[src/rtl/rr_arbiter8_pkg.sv]
// Shared definitions for the 8-way round-robin arbiter: sizes, FSM encodings
// and a one-hot helper.
package rr_arbiter8_pkg;

    localparam int N        = 8;
    localparam int IDXW     = 3;
    localparam int HOLD_MAX = 15;
    localparam int CNTW     = 4;

    localparam logic ST_IDLE  = 1'b0;
    localparam logic ST_GRANT = 1'b1;

    function automatic logic [N-1:0] onehot(input logic [IDXW-1:0] i);
        logic [N-1:0] v;
        v    = '0;
        v[i] = 1'b1;
        return v;
    endfunction

endpackage

[src/rtl/rr_arbiter8_pick.sv]
// Combinational round-robin picker: first set request at or after ptr,
// wrapping 7 -> 0.
module rr_pick8
    import rr_arbiter8_pkg::*;
(
    input  logic [N-1:0]    req,
    input  logic [IDXW-1:0] ptr,
    output logic            any,
    output logic [IDXW-1:0] idx
);

    logic [N-1:0]    rot;
    logic [IDXW-1:0] enc;

    // Rotate right by ptr so that bit 0 of rot is the highest-priority requester.
    always_comb begin
        rot = '0;
        for (int i = 0; i < N; i++) begin
            rot[i] = req[IDXW'(i) + ptr];
        end
    end

    always_comb begin
        enc = '0;
        for (int i = N - 1; i >= 0; i--) begin
            if (rot[i]) begin
                enc = IDXW'(i);
            end
        end
    end

    assign any = |req;
    assign idx = enc + ptr;

endmodule

[src/rtl/rr_arbiter8.sv]
// Round-robin arbiter for 8 requesters with registered one-hot grant,
// release on done / request drop / hold timeout, and a mandatory idle gap.
module rr_arbiter8
    import rr_arbiter8_pkg::*;
(
    input  logic            clk,
    input  logic            rst,
    input  logic [N-1:0]    req,
    input  logic            done,
    output logic [N-1:0]    gnt,
    output logic [IDXW-1:0] gnt_idx,
    output logic            gnt_valid,
    output logic            timeout
);

    logic            state;
    logic [IDXW-1:0] ptr;
    logic [CNTW-1:0] cnt;

    logic            pick_any;
    logic [IDXW-1:0] pick_idx;

    logic            owner_dropped;
    logic            hold_expired;
    logic            release_now;

    rr_pick8 u_pick (
        .req (req),
        .ptr (ptr),
        .any (pick_any),
        .idx (pick_idx)
    );

    // done and request-drop win over the counter, so timeout only flags a pure expiry.
    assign owner_dropped = ~req[gnt_idx] | done;
    assign hold_expired  = (cnt == CNTW'(HOLD_MAX - 1));
    assign release_now   = owner_dropped | hold_expired;

    always_ff @(posedge clk or posedge rst) begin
        if (rst) begin
            state   <= ST_IDLE;
            gnt     <= '0;
            gnt_idx <= '0;
            ptr     <= '0;
            cnt     <= '0;
            timeout <= 1'b0;
        end else begin
            timeout <= 1'b0;
            case (state)
                ST_IDLE: begin
                    if (pick_any) begin
                        gnt     <= onehot(pick_idx);
                        gnt_idx <= pick_idx;
                        cnt     <= '0;
                        state   <= ST_GRANT;
                    end
                end
                ST_GRANT: begin
                    if (release_now) begin
                        gnt     <= '0;
                        ptr     <= gnt_idx + IDXW'(1);
                        cnt     <= '0;
                        timeout <= ~owner_dropped;
                        state   <= ST_IDLE;
                    end else begin
                        cnt <= cnt + CNTW'(1);
                    end
                end
                default: begin
                    gnt   <= '0;
                    state <= ST_IDLE;
                end
            endcase
        end
    end

    assign gnt_valid = |gnt;

    a_gnt_onehot0 : assert property (@(posedge clk) disable iff (rst) $onehot0(gnt));
    a_gnt_idx_match : assert property (@(posedge clk) disable iff (rst)
        gnt_valid |-> (gnt == onehot(gnt_idx)));
    a_state_match : assert property (@(posedge clk) disable iff (rst)
        (state == ST_GRANT) == gnt_valid);

endmodule

[config.mk]
export PLATFORM = sky130hd
export DESIGN_NAME = rr_arbiter8
export DESIGN_NICKNAME = d
export VERILOG_FILES = /design/src/rtl/rr_arbiter8_pkg.sv /design/src/rtl/rr_arbiter8_pick.sv /design/src/rtl/rr_arbiter8.sv
export SDC_FILE = /design/constraint.sdc
export NUM_CORES = 1
export LEC_CHECK = 0
export ABC_AREA = 1
export BUFFER_PORTS_ARGS = -buffer_cell sky130_fd_sc_hd__buf_4
export CAP_MARGIN = 15
export CELL_PAD_IN_SITES_DETAIL_PLACEMENT = 1
export CELL_PAD_IN_SITES_GLOBAL_PLACEMENT = 2
export CORE_MARGIN = 10
export CORE_UTILIZATION = 32
export CTS_BUF_LIST = sky130_fd_sc_hd__clkbuf_16
export CTS_CLUSTER_SIZE = 12
export DETAILED_ROUTE_END_ITERATION = 6
export GPL_ROUTABILITY_DRIVEN = 1
export PLACE_DENSITY = 0.88
export SETUP_SLACK_MARGIN = 0.3
export SKIP_CTS_REPAIR_TIMING = 1
export SYNTH_ARGS = -nofsm -noshare
export SYNTH_HDL_FRONTEND = slang
export SYNTH_HIERARCHICAL = 1
export SYNTH_SLANG_ARGS = --single-unit
[constraint.sdc]
create_clock -name clk -period 4.3 [get_ports clk]
set_clock_uncertainty 0.1 [all_clocks]
set_input_delay 0.86 -clock clk [delete_from_list [all_inputs] [get_ports clk]]
set_output_delay 0.86 -clock clk [all_outputs]
set_load 0.1 [all_outputs]
==> results.yml <==
outcome:
  status: "finished clean"
logic_synthesis:
  synth_area_mm2: 0.00170
  synth.most_common_cell: "nand2_1"
  ys_async_sr_fraction_pct: 100
  synth_area_per_cell_um2: 7.10
  synth_ff_type: "dfrtp_1"
  ys_warn_count: 6
  synth_area_leaders: "dfrtp_1 (29%), nand2_1 (20%), nand3_2 (8.3%), nand3_1 (7.7%), inv_1 (6.0%)"
  synth_fp_nets: 257
  yosys.area.top_type: "dfrtp_1"
  syn_inst: 239
  synth_top_area_share_pct: 29.5
  synth-edff-count: 0
  ys_ff_latch: 20
  ys_types: 30
  netlist_top_cells_count: "nand2_1 (89), inv_1 (27), nand3_1 (26), dfrtp_1 (20), nand3_2 (14)"
  yosysSeqAreaShare_pct: 29.5
sta:
  finalMaxSlewViolations: 0
  hold_violations: 0
  layout_setup_ws_ps: 743
  tns_ps: 0
  fin_crit_sh_pct: 82.7
  relSlewSlack_pct: 49.0
  worst_pin_slew_ps: 763
  rsz0062_at_grt: "no"
  fmax_mhz: 281
  finalSetupViolCount: 0
  finalCriticalPeriod_ps: 3560
grt:
  grt_max_degree: 21
  grt_pass1_wl_um: 7780
  antenna_found_initial: 0
  overflow: 0
  grt_pass1_vias: 1705
  grtUsageTotal_pct: 10.7
setup_path:
  crit_start: "ptr[0]$_DFFE_PP0P_"
  start_kind: "flop"
  end_kind: "flop"
  crit_type: "reg -> reg"
  cp_common_cell: "nand2_1"
  cp.required_ps: 4390
  cp_top_family: "simple AND/OR/NAND/NOR gates"
  r2r_start: "ptr[0]$_DFFE_PP0P_"
  critical_path_peak_fanout: 12
  crit_chain: "inv_6 > ha_1 > inv_1 > nand3_1 > nand3_1 > nand2_1 > nand2_1 > nand2_1 > nand2_1 > nand2_1 > nand2_1 > a21oi_1 > ha_1 > inv_1 > fa_1 > xor2_1 > nand3b_1 > nand2_1 > inv_1 > inv_1 > nand2_1 > nor3_1 > nand3_1 > nand2_1"
  arrival_ps: 3640
  critPathMaxStageDelay_ps: 530
  slowest_stage: "dfrtp_2"
  crit_buf_inv: 5
clock_network:
  clkTransAtPathRegs_ps: 50
  clock_latency_ps: 250
  cts_buffers: 3
  cts_tree: "yes"
  h-tree-depth: 1
  clock_path_buffers: 2
  root_buffer: "clkbuf_16"
  cts_sinks: 20
detailed_routing:
  via_per_inst: 4.68
  wire_per_inst_um: 13.2
  dr.pass1.iters: 4
  vias: 1545
  ant_nets: 0
  drc: 0
  routed_wirelength_um: 4360
  first_iter_violations: 25
placed_design:
  dpl.hpwl_um: 3540
  pre_cts_slack_ps: 568
  port_buffers: 23
  gp_congestion: 0.745
die:
  die_area_mm2: 0.00862
  fp.dieH_um: 92.8
  coreArea_mm2: 0.00514
  start_util_pct: 33.0
  io_pins: 24
  fp-row-count: 26
  fp.dieW_um: 92.8
finish:
  nFillCells: 707
  multi_input_area_mm2: 0.00102
  final_nets: 280
  antennaDiodeCount: 0
  layout-drive-gt1-share_pct: 23.5
  syn_to_final_growth_pct: 16.8
  regArea_um2: 503
job:
  max_cap_viol_count: 0
worst_hold_path:
  hold_path.class: "reg -> reg"
  hp-start: "cnt[0]$_DFFE_PP0P_"
[layer usage]
layer	routed length (µm)	up-vias	part of all wire (%)	track usage, %
met5	0	-	0	0
met4	40	0	0.92	2.83
met3	119	4	2.7	2.02
met2	2240	14	51	19.2
met1	1970	727	45	12.6
li1	-	800	-	-
[layout make-up]
| cell class | instances | share of cell area (%) |
|---|---|---|
| inverters | 31 | 6.18 |
| flip-flops and latches | 20 | 25.4 |
| clock buffers | 3 | 3.79 |
| repair buffers | 23 | 8.71 |
| multi-input cells | 183 | 51.5 |
| well taps | 70 | 4.42 |
[kinds of logic (layout without fill, tap and decap cells)]
group | Yosys count | count (layout) | synth area share [%]
fa+ha+maj | 7 | 7 | 5.60
simple gates | 157 | 157 | 46.7
buf+inv | 36 | 57 | 10.3
xor+xnor | 6 | 6 | 3.54
compound gates | 13 | 13 | 4.35
flops | 20 | 20 | 29.5
[layout by cell type (no fill, tap or decap)]
cell and instances:
a21oi_1 3, a21oi_2 1, buf_4 23, clkbuf_16 3
clkinv_2 1, dfrtp_1 18, dfrtp_2 2, fa_1 1
ha_1 6, inv_1 27, inv_2 2, inv_6 1
nand2_1 89, nand2_2 9, nand2_4 1, nand3_1 26
nand3_2 14, nand3b_1 1, nand4_4 2, nor2_1 8
nor2_2 1, nor3_1 2, nor4_1 4, o21a_1 1
o21ai_0 2, o21ai_1 5, o21bai_1 1, xnor2_1 3
xnor2_2 1, xor2_1 2
[metrics by stage]
stage                     hold slack (ps)  area, µm²  util [%]  std cells
after floorplan                       381       1700         -        239
after global placement                426       1910      37.1        327
after detailed placement              430       1910      37.1        327
after CTS                             441       1980      38.5        330
after global routing                  463       1980      38.6        330
final                                 438       1980      38.6        330
[flip-flops by register name, indices dropped and copies added (netlist names)]
signal / cells
gnt: 8
cnt: 4
gnt_idx: 3
ptr: 3
state: 1
timeout: 1
[path summary, 6_finish.rpt]
check,end,slack [ps],cells after the start
setup / recovery,gnt[2]$_DFFE_PP0P_,740,24
setup reg to reg,gnt[2]$_DFFE_PP0P_,740,24
min in group asynchronous,gnt[0]$_DFFE_PP0P_,650,2
hold / removal,cnt[0]$_DFFE_PP0P_,440,1
hold reg to reg,cnt[0]$_DFFE_PP0P_,440,1
max in group asynchronous,ptr[1]$_DFFE_PP0P_,2920,2
Power is left out: the tool's default activity adds up to more than one toggle a clock period on the data nets, which glitch-free logic cannot reach.
